--- config.mk ---
export PLATFORM = sky130hd
export DESIGN_NAME = ps2_host_tx
export DESIGN_NICKNAME = d
export VERILOG_FILES = /design/src/rtl/ps2_host_tx.sv
export SDC_FILE = /design/constraint.sdc
export NUM_CORES = 1
export LEC_CHECK = 0
export ABC_AREA = 1
export CAP_MARGIN = 15
export CORE_MARGIN = 10
export CORE_UTILIZATION = 29
export DETAILED_ROUTE_END_ITERATION = 12
export GPL_TIMING_DRIVEN = 0
export PLACE_DENSITY = 0.42
export SETUP_SLACK_MARGIN = 0.15
export SLEW_MARGIN = 20
export SYNTH_ARGS = -nofsm -noshare
export SYNTH_HDL_FRONTEND = slang
export SYNTH_SLANG_ARGS = --single-unit
--- constraint.sdc ---
create_clock -name clk -period 1.9 [get_ports clk]
set_input_delay 0.19 -clock clk [delete_from_list [all_inputs] [get_ports clk]]
set_output_delay 0.19 -clock clk [all_outputs]
set_load 0.05 [all_outputs]
--- src/rtl/ps2_host_tx.sv ---
`timescale 1ns/1ps
// ps2_host_tx: host-to-device PS/2 command transmitter with device ACK check.
// Latency: INHIBIT_CYC+1 cycles to start bit, then device-paced; pad response <=4 cycles after a device clock edge.
// Backpressure: tx_ready only in IDLE; tx_valid outside IDLE is ignored, tx_data latched once at accept.
module ps2_host_tx #(
   parameter int CLK_HZ      = 100000000,
   parameter int INHIBIT_CYC = 10000,
   parameter int TIMEOUT_CYC = 1500000
) (
   input  logic       clk,
   input  logic       rst_n,
   input  logic [7:0] tx_data,
   input  logic       tx_valid,
   output logic       tx_ready,
   input  logic       ps2_clk_in,
   input  logic       ps2_data_in,
   output logic       ps2_clk_oe,
   output logic       ps2_data_oe,
   output logic       busy,
   output logic       tx_done,
   output logic       tx_err
);

   localparam int INH_W = $clog2(INHIBIT_CYC) + 1;
   localparam int TMO_W = $clog2(TIMEOUT_CYC) + 1;

   localparam logic [2:0] S_IDLE      = 3'd0;
   localparam logic [2:0] S_INHIBIT   = 3'd1;
   localparam logic [2:0] S_REQ       = 3'd2;
   localparam logic [2:0] S_SHIFT     = 3'd3;
   localparam logic [2:0] S_ACK       = 3'd4;
   localparam logic [2:0] S_WAIT_IDLE = 3'd5;

   // Reject parameter sets that cannot produce a sane bus sequence.
   generate
      if (CLK_HZ < 1 || INHIBIT_CYC < 1 || TIMEOUT_CYC < 2) begin : g_param_chk
         $error("ps2_host_tx: invalid parameters");
      end
   endgenerate

   logic [1:0]       clk_sync_q, data_sync_q;
   logic             clk_prev_q;
   logic [2:0]       state_q, state_d;
   logic [7:0]       data_q, data_d;
   logic             par_q, par_d;
   logic [INH_W-1:0] inh_cnt_q, inh_cnt_d;
   logic [TMO_W-1:0] tmo_cnt_q, tmo_cnt_d;
   logic [3:0]       edge_cnt_q, edge_cnt_d;
   logic             ack_ok_q, ack_ok_d;
   logic             idle_seen_q, idle_seen_d;
   logic             clk_oe_q, clk_oe_d;
   logic             data_oe_q, data_oe_d;
   logic             done_q, done_d;
   logic             err_q, err_d;

   logic clk_s, data_s, clk_fall;
   assign clk_s    = clk_sync_q[1];
   assign data_s   = data_sync_q[1];
   assign clk_fall = clk_prev_q & ~clk_s;

   // Two-stage synchronisers plus one delayed copy of the clock for edge detection; idle-high reset avoids a false edge.
   always_ff @(posedge clk or negedge rst_n) begin
      if (!rst_n) begin
         clk_sync_q  <= 2'b11;
         data_sync_q <= 2'b11;
         clk_prev_q  <= 1'b1;
      end else begin
         clk_sync_q  <= {clk_sync_q[0], ps2_clk_in};
         data_sync_q <= {data_sync_q[0], ps2_data_in};
         clk_prev_q  <= clk_s;
      end
   end

   // State and datapath registers; reset releases both pads immediately.
   always_ff @(posedge clk or negedge rst_n) begin
      if (!rst_n) begin
         state_q     <= S_IDLE;
         data_q      <= 8'h00;
         par_q       <= 1'b0;
         inh_cnt_q   <= '0;
         tmo_cnt_q   <= '0;
         edge_cnt_q  <= 4'd0;
         ack_ok_q    <= 1'b0;
         idle_seen_q <= 1'b0;
         clk_oe_q    <= 1'b0;
         data_oe_q   <= 1'b0;
         done_q      <= 1'b0;
         err_q       <= 1'b0;
      end else begin
         state_q     <= state_d;
         data_q      <= data_d;
         par_q       <= par_d;
         inh_cnt_q   <= inh_cnt_d;
         tmo_cnt_q   <= tmo_cnt_d;
         edge_cnt_q  <= edge_cnt_d;
         ack_ok_q    <= ack_ok_d;
         idle_seen_q <= idle_seen_d;
         clk_oe_q    <= clk_oe_d;
         data_oe_q   <= data_oe_d;
         done_q      <= done_d;
         err_q       <= err_d;
      end
   end

   // Transfer sequencing: inhibit, request-to-send, device-clocked shift, ACK sample, wait for bus idle.
   always_comb begin
      state_d     = state_q;
      data_d      = data_q;
      par_d       = par_q;
      inh_cnt_d   = inh_cnt_q;
      tmo_cnt_d   = tmo_cnt_q;
      edge_cnt_d  = edge_cnt_q;
      ack_ok_d    = ack_ok_q;
      idle_seen_d = idle_seen_q;
      clk_oe_d    = clk_oe_q;
      data_oe_d   = data_oe_q;
      done_d      = 1'b0;
      err_d       = 1'b0;
      case (state_q)
         S_IDLE: begin
            if (tx_valid) begin
               data_d    = tx_data;
               par_d     = ~^tx_data;
               inh_cnt_d = '0;
               clk_oe_d  = 1'b1;
               data_oe_d = 1'b0;
               state_d   = S_INHIBIT;
            end
         end
         S_INHIBIT: begin
            if (inh_cnt_q == INH_W'(INHIBIT_CYC - 1)) begin
               // Start bit goes down as the clock is released.
               clk_oe_d  = 1'b0;
               data_oe_d = 1'b1;
               tmo_cnt_d = '0;
               state_d   = S_REQ;
            end else begin
               inh_cnt_d = inh_cnt_q + INH_W'(1);
            end
         end
         S_REQ: begin
            edge_cnt_d = 4'd0;
            tmo_cnt_d  = tmo_cnt_q + TMO_W'(1);
            state_d    = S_SHIFT;
         end
         S_SHIFT, S_ACK: begin
            if (tmo_cnt_q == TMO_W'(TIMEOUT_CYC - 1)) begin
               clk_oe_d  = 1'b0;
               data_oe_d = 1'b0;
               err_d     = 1'b1;
               state_d   = S_IDLE;
            end else begin
               tmo_cnt_d = tmo_cnt_q + TMO_W'(1);
               if (clk_fall && state_q == S_SHIFT) begin
                  // edge_cnt_q is the number of edges before this one, i.e. the bit index now presented.
                  edge_cnt_d = edge_cnt_q + 4'd1;
                  if (edge_cnt_q < 4'd8) begin
                     data_oe_d = ~data_q[edge_cnt_q[2:0]];
                  end else if (edge_cnt_q == 4'd8) begin
                     data_oe_d = ~par_q;
                  end else begin
                     data_oe_d = 1'b0;
                     state_d   = S_ACK;
                  end
               end else if (clk_fall) begin
                  ack_ok_d    = ~data_s;
                  idle_seen_d = 1'b0;
                  state_d     = S_WAIT_IDLE;
               end
            end
         end
         S_WAIT_IDLE: begin
            if (clk_s && data_s) begin
               if (idle_seen_q) begin
                  done_d  = ack_ok_q;
                  err_d   = ~ack_ok_q;
                  state_d = S_IDLE;
               end else begin
                  idle_seen_d = 1'b1;
               end
            end else begin
               idle_seen_d = 1'b0;
            end
         end
         default: begin
            clk_oe_d  = 1'b0;
            data_oe_d = 1'b0;
            state_d   = S_IDLE;
         end
      endcase
   end

   assign tx_ready    = (state_q == S_IDLE);
   assign busy        = (state_q != S_IDLE);
   assign ps2_clk_oe  = clk_oe_q;
   assign ps2_data_oe = data_oe_q;
   assign tx_done     = done_q;
   assign tx_err      = err_q;

endmodule
* Word-level counts from Yosys, hierarchy flattened
Cells that the tools add are included.
** Storage, ports and cells
- Register bits after elaboration :: 64
- RAM bits :: 0
- Latch bits :: 0
- ROM bits :: 0
- Input bits :: 13
- Memories kept :: 0
- Output and inout port bits :: 6
- Word-level logic and storage cells :: 115
** Cells by class
- Reductions and logical operators :: 20
- Div/mod/pow operators :: 0
- Muxes and demuxes :: 44
- Magnitude comparators :: 2
- Shift-type cells :: 0
- Bitwise logic cells :: 9
- Eq/ne operators :: 22
- Add/sub/neg operators :: 3
- Multipliers :: 0
** Operators by type and width (number)
- 22-bit case mux with 3 select lines :: 1
- 22-bit two-way mux :: 2
- 15-bit two-way mux :: 2
- 15-bit case mux with 2 select lines :: 1
- 3-bit two-way mux :: 9
- 22-bit by 1-bit adder with 22-bit output (second input constant) :: 1
- 22-bit by 21-bit == test with 1-bit output (second input constant) :: 1
- 1-bit two-way mux :: 20
- 2-bit != test (second input constant) :: 10
- 4-bit AND reduction :: 4
- 15-bit by 1-bit adder with 15-bit output (second input constant) :: 1
- 15-bit by 14-bit == test with 1-bit output (second input constant) :: 1
- 3-bit case mux with 5 select lines :: 1
- 4-bit != test (second input constant) :: 3
- 3-bit AND reduction :: 3
- 4-bit two-way mux :: 2
- 1-bit inverter :: 8
- 1-bit case mux with 4 select lines :: 2
- 4-bit case mux with 2 select lines :: 1
- 8-bit XNOR reduction :: 1
- 7-bit AND reduction :: 1
- 3-bit by 2-bit == test with 1-bit output (second input constant) :: 2
- 3-bit == test (second input constant) :: 2
- 2-bit nonzero test :: 3
- 14 further kinds :: 18

* Longest topological paths before layout
Gate-level depths: netlist of run 1.
- Word-level depth :: 7
- Depth in mapped cells :: 13
- Mapped depth without buffers :: 12

* Worst setup path before layout of run 1
OpenSTA, ideal clock, no wires.
- Path type :: reg-to-reg
- From :: register state_q[0]
- To :: register state_q[1]
- Data arrival time :: 1.757 ns
- Path buffers :: 0
- Data required time :: 1.777 ns
- Path slack :: 0.020 ns
- Clock period less this slack :: 1.880 ns
- Stages on the path, launching flop included :: 9
- Library setup time :: 0.123 ns
- Cells stage by stage :: dfrtp_1 -> nor2_1 -> nand2_1 -> inv_1 -> nand2_1 -> nand2_1 -> nor2_1 -> o21ai_0 -> nand2_1
** Between the ends
- Elaborated cells on any way between the ends :: 19
- Those cells by class :: eq/ne: 12; mux: 3; reduce/logical: 4
** RTL lines
- start: declaration :: RTL line 43 : logic [2:0] state_q, state_d;
- start signal: assignment :: RTL line 90 : state_q <= state_d;
- 3-bit logical NOT (*)
- via tx_ready :: RTL line 14 : output logic tx_ready,
- 2-bit != test (no line)
- 7-bit AND reduction (no line)
Mark *: on every way through the listed nets, which the timed path passes. The rest lies on a longest branch.
A chain may end at the register's enable or synchronous reset.

* Worst setup path in the final report of run 1
- From :: register data_oe_q (netlist: ps2_data_oe)
- To :: output port ps2_data_oe
** RTL lines
- start: declaration :: RTL line 52 : logic data_oe_q, data_oe_d;
- start signal: assignment :: RTL line 99 : data_oe_q <= data_oe_d;
- end: declaration :: RTL line 18 : output logic ps2_data_oe,
No word-level cell between the ends.

==> flow_results.xml, run 1 <==
<?xml version="1.0" encoding="UTF-8"?>
<metrics>
  <group name="setup_path">
    <metric name="critical_path_class" unit="">reg -&gt; out</metric>
    <metric name="worst_path_largest_cell_delay" unit="ns">0.82</metric>
    <metric name="critPathSlowestCell" unit="">sky130_fd_sc_hd__clkdlybuf4s50_1</metric>
    <metric name="worstPathCellList" unit="">clkdlybuf4s50_1</metric>
    <metric name="critical_path_capture_point_type" unit="">output port</metric>
    <metric name="worst_ep_arrival_time" unit="ns">1.50</metric>
    <metric name="crit_path_start_kind" unit="">flip-flop</metric>
    <metric name="crit_buf_inv" unit="">1</metric>
    <metric name="crit_path_max_fanout" unit="">2</metric>
    <metric name="cpLargestDelayFamily" unit="">buffers and inverters</metric>
    <metric name="cp.required" unit="ns">1.71</metric>
  </group>
  <group name="place">
    <metric name="dp_hpwl" unit="um">7030</metric>
    <metric name="finalWeightedCongestion" unit="">0.835</metric>
    <metric name="pre_cts_slack" unit="ns">-0.294</metric>
    <metric name="dpl_cell_area" unit="mm2">0.00412</metric>
    <metric name="portBuffers" unit="">18</metric>
  </group>
  <group name="global_routing">
    <metric name="global_route_wire_length_before_repair" unit="um">16700</metric>
    <metric name="largest_net_degree_at_the_start_of_global_routing" unit="">53</metric>
    <metric name="grt_pass1_vias" unit="">3244</metric>
    <metric name="antenna_found_initial" unit="">0</metric>
    <metric name="global_route.overflow_total" unit="">0</metric>
    <metric name="grt.total_usage" unit="">0.117</metric>
  </group>
  <group name="clock_network">
    <metric name="cts_clock_pin_slew_for_the_worst_setup_and_hold_paths" unit="ns">0.05</metric>
    <metric name="clkSinkCount" unit="">64</metric>
    <metric name="numCtsBuffers" unit="">9</metric>
    <metric name="cts_root_buffer" unit="">sky130_fd_sc_hd__clkbuf_16</metric>
    <metric name="cts_buffer_depth" unit="">2</metric>
    <metric name="h-tree-depth" unit="">3</metric>
    <metric name="cts_tree" unit="">yes</metric>
    <metric name="clk_latency" unit="ns">0.34</metric>
  </group>
  <group name="synth">
    <metric name="synthAdderAreaFrac" unit="">0.0135</metric>
    <metric name="async_flop_share" unit="">1.00</metric>
    <metric name="netlist_area" unit="mm2">0.00370</metric>
    <metric name="syn_nets" unit="">528</metric>
    <metric name="combinational_family_with_the_most_area_after_synthesis" unit="">simple AND/OR/NAND/NOR gates</metric>
    <metric name="synth_warn" unit="">0</metric>
    <metric name="postSynthRegisterBits" unit="">64</metric>
    <metric name="number_of_enable_type_register_cells_in_the_synthesized_netlist" unit="">0</metric>
    <metric name="synthesis.instances" unit="">511</metric>
    <metric name="ys.flop_type" unit="">sky130_fd_sc_hd__dfrtp_1</metric>
    <metric name="avgSynthCellArea" unit="um2">7.23</metric>
    <metric name="post_synth_xor_area_fraction" unit="">0.0521</metric>
    <metric name="synth_simple_gate_area_frac" unit="">0.330</metric>
    <metric name="muxShareOfSynthArea" unit="">0</metric>
    <metric name="synth_sequential_area_ratio" unit="">0.435</metric>
    <metric name="synth_compound_gate_area_share" unit="">0.0921</metric>
    <metric name="synth_cell_type_count" unit="">30</metric>
  </group>
  <group name="run">
    <metric name="cap_violations" unit="">0</metric>
  </group>
  <group name="route">
    <metric name="via_count" unit="">3436</metric>
    <metric name="detail_route.iter0.violations" unit="">199</metric>
    <metric name="wirelength" unit="um">9910</metric>
    <metric name="detail_route.wl_per_cell" unit="um">13.4</metric>
    <metric name="number_of_antenna_violating_nets_in_the_routed_design" unit="">0</metric>
    <metric name="route.detailed.drc" unit="">0</metric>
    <metric name="viasPerCell" unit="">4.66</metric>
    <metric name="drt_first_pass_iters" unit="">5</metric>
  </group>
  <group name="sta">
    <metric name="worst_slew_pin_slew" unit="ns">0.522</metric>
    <metric name="report.final.slew_viol_count" unit="">0</metric>
    <metric name="report.final.hold_viol_count" unit="">0</metric>
    <metric name="worst_slack" unit="ns">0.211</metric>
    <metric name="worst_clock_skew" unit="ns">0.00691</metric>
    <metric name="final.period_utilization" unit="">0.889</metric>
    <metric name="fin_crit" unit="ns">1.69</metric>
    <metric name="max-slew-margin-rel" unit="">0.651</metric>
    <metric name="finalSetupViolCount" unit="">0</metric>
    <metric name="rsz0062_at_grt" unit="">true</metric>
    <metric name="fmax" unit="MHz">592</metric>
  </group>
  <group name="cells_and_area">
    <metric name="fill_cells" unit="">1318</metric>
    <metric name="ff_latch_area" unit="mm2">0.00161</metric>
    <metric name="layout-drive-gt1-share" unit="">0.161</metric>
    <metric name="design_area" unit="mm2">0.00476</metric>
    <metric name="design.final.nets" unit="">577</metric>
    <metric name="syn2layout_area_growth" unit="%">28.7</metric>
    <metric name="multiInputGateArea" unit="mm2">0.00194</metric>
    <metric name="antennaDiodeCount" unit="">0</metric>
  </group>
  <group name="pwr">
    <metric name="power.share.clock" unit="">0.275</metric>
    <metric name="total_power" unit="uW">6120</metric>
    <metric name="p_leak" unit="uW">0.00208</metric>
    <metric name="power.combinational.fraction" unit="">0.425</metric>
    <metric name="sw_frac_of_total" unit="">0.398</metric>
    <metric name="power.internal" unit="uW">3690</metric>
    <metric name="irDropWorstVdd" unit="uV">521</metric>
    <metric name="pwr-share-seq" unit="">0.300</metric>
    <metric name="p_per_area" unit="mW/mm2">1290</metric>
    <metric name="power.switching" unit="uW">2440</metric>
  </group>
  <group name="min_path">
    <metric name="hp-class" unit="">in -&gt; async</metric>
  </group>
  <group name="die">
    <metric name="ports_placed_on_the_boundary" unit="">19</metric>
    <metric name="row_count" unit="">41</metric>
    <metric name="die_width" unit="um">133</metric>
    <metric name="die_h" unit="um">133</metric>
    <metric name="placeableCoreArea" unit="mm2">0.0126</metric>
    <metric name="start_util" unit="">0.294</metric>
    <metric name="die-area" unit="mm2">0.0177</metric>
  </group>
  <group name="run_status">
    <metric name="outcome" unit="">finished, final reports clean</metric>
  </group>
</metrics>
[cells in the mapped netlist (5+ instances only)]
cell | n | area share
sky130_fd_sc_hd__a21oi_1 | 5 | 0.0068
sky130_fd_sc_hd__dfrtp_1 | 59 | 0.40
sky130_fd_sc_hd__dfstp_2 | 5 | 0.036
sky130_fd_sc_hd__inv_1 | 61 | 0.062
sky130_fd_sc_hd__nand2_1 | 141 | 0.14
sky130_fd_sc_hd__nand3_1 | 57 | 0.077
sky130_fd_sc_hd__nand4_1 | 10 | 0.017
sky130_fd_sc_hd__nor2_1 | 57 | 0.058
sky130_fd_sc_hd__nor3_1 | 11 | 0.015
sky130_fd_sc_hd__o21ai_0 | 42 | 0.057
sky130_fd_sc_hd__o22ai_1 | 6 | 0.010
sky130_fd_sc_hd__xnor2_1 | 6 | 0.014
sky130_fd_sc_hd__xor2_1 | 16 | 0.038
[cells by family after synthesis]
logic type,count (synthesis)
buffers and inverters,73
adders and majority gates,4
xor gates and xnor gates,22
AOI/OAI and AO/OA,63
and+or+nand+nor,285
DFF,64
[cells in the final DEF (no fill, tap or decap), types with 11 or more instances in the layout]
cell and count:
sky130_fd_sc_hd__nor2_1 46, sky130_fd_sc_hd__nand3_1 54, sky130_fd_sc_hd__clkdlybuf4s50_1 15, sky130_fd_sc_hd__nand2_1 136, sky130_fd_sc_hd__o21ai_0 37, sky130_fd_sc_hd__xor2_1 16, sky130_fd_sc_hd__buf_4 21, sky130_fd_sc_hd__nor3_1 11
sky130_fd_sc_hd__dfrtp_1 54, sky130_fd_sc_hd__inv_1 56
[flip-flops by register name, indices dropped and copies added, names as in the netlist]
signal / cells
clk_prev_q: 1
tx_done: 1
tmo_cnt_q: 22
ack_ok_q: 1
inh_cnt_q: 15
state_q: 3
data_sync_q: 2
tx_err: 1
ps2_clk_oe: 1
clk_sync_q: 2
idle_seen_q: 1
par_q: 1
edge_cnt_q: 4
data_q: 8
ps2_data_oe: 1
[final cells by class]
cell class,instances,area share
plain buffers,9,0.0160
clock buffers,13,0.0547
clock inverters,3,0.00841
inverters,64,0.0526
multi-input cells,374,0.407
flip-flops and latches,64,0.339
well taps,172,0.0452
repair buffers,38,0.0765
[worst register-to-register path: stages, from the launching register on]
cell                      delay [ns]
sky130_fd_sc_hd__dfrtp_2        0.43
sky130_fd_sc_hd__ha_4           0.18
sky130_fd_sc_hd__nand3_4        0.12
sky130_fd_sc_hd__nor2_4         0.16
sky130_fd_sc_hd__nand3_4        0.12
sky130_fd_sc_hd__nor2_4         0.12
sky130_fd_sc_hd__nor2_4         0.06
sky130_fd_sc_hd__buf_4          0.18
sky130_fd_sc_hd__nand3_1        0.10
sky130_fd_sc_hd__nand2_1        0.05
[timing repair]
action	in CTS	in global routing
endpoints found under the setup margin	56	56
hold endpoints to repair	12	0
pin swaps	6	9
buffers inserted	13	4
gates cloned	0	1
gates resized for setup	33	37
hold buffers	1	0
[per-stage QoR]
stage	utilization	TNS [ns]	cells	hold slack, ns
after CTS	0.367	0	732	0.242
final	0.379	0	737	0.252
after global placement	0.326	-114.86	701	0.346
after detailed placement	0.328	-6.56	702	0.0649
after global routing	0.379	0	737	0.252
after floorplan	-	0	511	-0.106
[power groups by stage]
| stage | logic [uW] | registers, uW | clock network, uW |
|---|---|---|---|
| after global routing | 2890 | 1880 | 1810 |
| after global placement | 2050 | 1810 | 0 |
| after floorplan | 1350 | 1830 | 0 |
| after CTS | 2400 | 1800 | 1730 |
| final | 2600 | 1840 | 1680 |
| after detailed placement | 2060 | 1810 | 0 |
[metal layers]
metal	up-vias	routed length [um]	global-route usage
met5	-	0	0
met4	0	168	0.0532
met3	9	286	0.0242
met2	48	4360	0.167
met1	1627	5090	0.165
li1	1752	-	-
[final timing paths]
path | depth (start not counted) | startpoint | slack (ns) | to
setup / recovery | 1 | ps2_data_oe | 0.21 | ps2_data_oe
hold / removal | 2 | rst_n | 0.25 | tmo_cnt_q[21]
setup reg to reg | 9 | tmo_cnt_q[0] | 0.26 | tmo_cnt_q[20]
hold reg to reg | 0 | data_sync_q[0] | 0.35 | data_sync_q[1]
max in group asynchronous | 3 | rst_n | 1.09 | clk_prev_q
min in group clk | 1 | ps2_clk_in | 0.26 | clk_sync_q[0]
Note: power is estimated with default switching activity, not from simulation.
==> inputs of run 2 (changes only) <==
--- a/config.mk
+++ b/config.mk
@@ -10,10 +10,12 @@
 export CORE_MARGIN = 10
 export CORE_UTILIZATION = 29
 export DETAILED_ROUTE_END_ITERATION = 12
+export DONT_BUFFER_PORTS = 1
 export GPL_TIMING_DRIVEN = 0
-export PLACE_DENSITY = 0.42
+export PLACE_DENSITY = 0.47
 export SETUP_SLACK_MARGIN = 0.15
 export SLEW_MARGIN = 20
 export SYNTH_ARGS = -nofsm -noshare
 export SYNTH_HDL_FRONTEND = slang
 export SYNTH_SLANG_ARGS = --single-unit
+export TNS_END_PERCENT = 30
==> flow_results.xml, run 2 (synthesis gave the netlist of run 1 again) <==
<?xml version="1.0" encoding="UTF-8"?>
<metrics>
  <group name="sta">
    <metric name="report.final.slew_viol_count" unit="">0</metric>
    <metric name="fin_crit" unit="ns">1.70</metric>
    <metric name="fin_worst_hold_slack" unit="ns">0.183</metric>
    <metric name="worst_slack" unit="ns">0.198</metric>
    <metric name="worst_clock_skew" unit="ns">0.00857</metric>
    <metric name="worst_slew_pin_slew" unit="ns">0.540</metric>
    <metric name="max-slew-margin-rel" unit="">0.640</metric>
    <metric name="rsz0062_at_grt" unit="">true</metric>
    <metric name="report.final.hold_viol_count" unit="">0</metric>
    <metric name="finalSetupViolCount" unit="">0</metric>
    <metric name="fin_setup_tns" unit="ns">0</metric>
    <metric name="fmax" unit="MHz">588</metric>
    <metric name="final.period_utilization" unit="">0.896</metric>
  </group>
  <group name="place">
    <metric name="pre_cts_slack" unit="ns">-0.253</metric>
    <metric name="finalWeightedCongestion" unit="">0.848</metric>
    <metric name="portBuffers" unit="">0</metric>
    <metric name="dp_hpwl" unit="um">6610</metric>
  </group>
  <group name="setup_path">
    <metric name="critPathSlowestCell" unit="">sky130_fd_sc_hd__dfrtp_1</metric>
    <metric name="worst_ep_arrival_time" unit="ns">1.91</metric>
    <metric name="crit_path_max_fanout" unit="">10</metric>
    <metric name="worst_path_largest_cell_delay" unit="ns">0.41</metric>
    <metric name="critical_path_capture_point_type" unit="">flip-flop</metric>
    <metric name="crit_buf_inv" unit="">3</metric>
    <metric name="worstPathCellList" unit="">ha_4, nand2_4, nor2_4, inv_2, nor2_1, nand2_1, nand2_4, nand2_2, nor2_4, inv_4, buf_8, nand2_1, o21ai_0</metric>
    <metric name="critical_path_class" unit="">reg -&gt; reg</metric>
    <metric name="crit_path_start_kind" unit="">flip-flop</metric>
    <metric name="cp.required" unit="ns">2.11</metric>
    <metric name="cpLargestDelayFamily" unit="">simple AND/OR/NAND/NOR gates</metric>
  </group>
  <group name="cells_and_area">
    <metric name="final_util" unit="">0.373</metric>
    <metric name="fill_cells" unit="">1309</metric>
    <metric name="largest-register" unit="">tmo_cnt_q</metric>
    <metric name="syn2layout_area_growth" unit="%">26.7</metric>
    <metric name="antennaDiodeCount" unit="">0</metric>
    <metric name="largest_registers" unit="">tmo_cnt_q (22), inh_cnt_q (15), data_q (8)</metric>
    <metric name="layout.cells.most_common" unit="">sky130_fd_sc_hd__nand2_1</metric>
    <metric name="largest_register_ff_count" unit="">22</metric>
    <metric name="layout-drive-gt1-share" unit="">0.152</metric>
    <metric name="most-common-layout-cells" unit="">sky130_fd_sc_hd__nand2_1 (136), sky130_fd_sc_hd__inv_1 (57), sky130_fd_sc_hd__dfrtp_1 (57)</metric>
    <metric name="design.final.nets" unit="">572</metric>
  </group>
  <group name="pwr">
    <metric name="p_leak" unit="uW">0.00205</metric>
    <metric name="total_power" unit="uW">5890</metric>
    <metric name="p_per_area" unit="mW/mm2">1260</metric>
    <metric name="irDropWorstVdd" unit="uV">577</metric>
  </group>
  <group name="run_status">
    <metric name="outcome" unit="">finished, final reports clean</metric>
  </group>
  <group name="die">
    <metric name="die_width" unit="um">133</metric>
    <metric name="placeableCoreArea" unit="mm2">0.0126</metric>
    <metric name="row_count" unit="">41</metric>
    <metric name="ports_placed_on_the_boundary" unit="">19</metric>
    <metric name="die_h" unit="um">133</metric>
    <metric name="start_util" unit="">0.294</metric>
    <metric name="die-area" unit="mm2">0.0177</metric>
  </group>
  <group name="run">
    <metric name="cap_violations" unit="">0</metric>
  </group>
  <group name="clock_network">
    <metric name="numCtsBuffers" unit="">9</metric>
    <metric name="cts_clock_pin_slew_for_the_worst_setup_and_hold_paths" unit="ns">0.06</metric>
    <metric name="cts_tree" unit="">yes</metric>
    <metric name="clk_latency" unit="ns">0.34</metric>
    <metric name="cts_root_buffer" unit="">sky130_fd_sc_hd__clkbuf_16</metric>
    <metric name="clkSinkCount" unit="">64</metric>
    <metric name="cts_buffer_depth" unit="">2</metric>
    <metric name="h-tree-depth" unit="">3</metric>
  </group>
  <group name="global_routing">
    <metric name="antenna_found_initial" unit="">0</metric>
    <metric name="grt_pass1_vias" unit="">3387</metric>
    <metric name="global_route_wire_length_before_repair" unit="um">16900</metric>
    <metric name="grt.total_usage" unit="">0.115</metric>
    <metric name="largest_net_degree_at_the_start_of_global_routing" unit="">65</metric>
    <metric name="global_route.overflow_total" unit="">0</metric>
  </group>
  <group name="route">
    <metric name="wirelength" unit="um">9690</metric>
    <metric name="via_count" unit="">3442</metric>
    <metric name="detail_route.iter0.violations" unit="">152</metric>
    <metric name="drt_first_pass_iters" unit="">4</metric>
    <metric name="detail_route.wl_per_cell" unit="um">13.2</metric>
    <metric name="route.detailed.drc" unit="">0</metric>
    <metric name="number_of_antenna_violating_nets_in_the_routed_design" unit="">0</metric>
    <metric name="viasPerCell" unit="">4.70</metric>
  </group>
  <group name="min_path">
    <metric name="hp-class" unit="">in -&gt; reg</metric>
  </group>
</metrics>
## run 2: routing by layer
metal,vias to the layer above,wire length [um],part of all wire,global-route usage
met2,47,4670,0.48,0.192
li1,1746,-,-,-
met5,-,0,0,0
met3,12,307,0.032,0.0185
met1,1637,4540,0.47,0.144
met4,0,175,0.018,0.0483
## run 2: worst paths after layout
kind	startpoint	depth (start not counted)	slack (ns)	to
max in group asynchronous	rst_n	2	1.20	data_sync_q[1]
worst max-delay path	inh_cnt_q[0]	13	0.20	tmo_cnt_q[17]
worst min register to register	clk_sync_q[0]	0	0.35	clk_sync_q[1]
worst min-delay path	tx_valid	4	0.18	data_q[3]
worst max register to register	inh_cnt_q[0]	13	0.20	tmo_cnt_q[17]
min in group asynchronous	rst_n	2	0.39	tmo_cnt_q[5]
## run 2: cell type report
type | instances | area, um2 | share of cell area
Clock buffer | 13 | 270 | 0.0577
Timing Repair Buffer | 33 | 295 | 0.0630
Tap cell | 172 | 215 | 0.0459
Clock inverter | 3 | 15.0 | 0.00321
Sequential cell | 64 | 1610 | 0.344
Multi-Input combinational cell | 374 | 1960 | 0.418
Buffer | 9 | 68.8 | 0.0147
Inverter | 64 | 253 | 0.0540
## run 2: per-stage QoR
step | std cells | area, um2
CTS | 724 | 4550
global route | 732 | 4680
floorplan | 511 | 3700
global placement | 683 | 3920
detailed placement | 683 | 3920
finish | 732 | 4680
## run 2: report_power, final
group	switching (uW)	internal, uW	leakage [uW]
combinational	1550	871	0.00106
sequential	264	1620	0.000849
clock	598	983	0.000145
## run 2: worst reg2reg max path, stage by stage (launching register included)
cell,delay [ns]
sky130_fd_sc_hd__dfrtp_1,0.41
sky130_fd_sc_hd__ha_4,0.17
sky130_fd_sc_hd__nand2_4,0.06
sky130_fd_sc_hd__nor2_4,0.10
sky130_fd_sc_hd__inv_2,0.03
sky130_fd_sc_hd__nor2_1,0.09
sky130_fd_sc_hd__nand2_1,0.09
sky130_fd_sc_hd__nand2_4,0.09
sky130_fd_sc_hd__nand2_2,0.06
sky130_fd_sc_hd__nor2_4,0.13
sky130_fd_sc_hd__inv_4,0.07
sky130_fd_sc_hd__buf_8,0.14
sky130_fd_sc_hd__nand2_1,0.05
sky130_fd_sc_hd__o21ai_0,0.07
## run 2: timing repair
action                                  CTS  global route
hold buffers                             12             0
pin swaps                                 8             6
setup buffers                            13             8
hold endpoints to repair                 74             0
endpoints found under the setup margin   57            55
resized for setup                        30            24
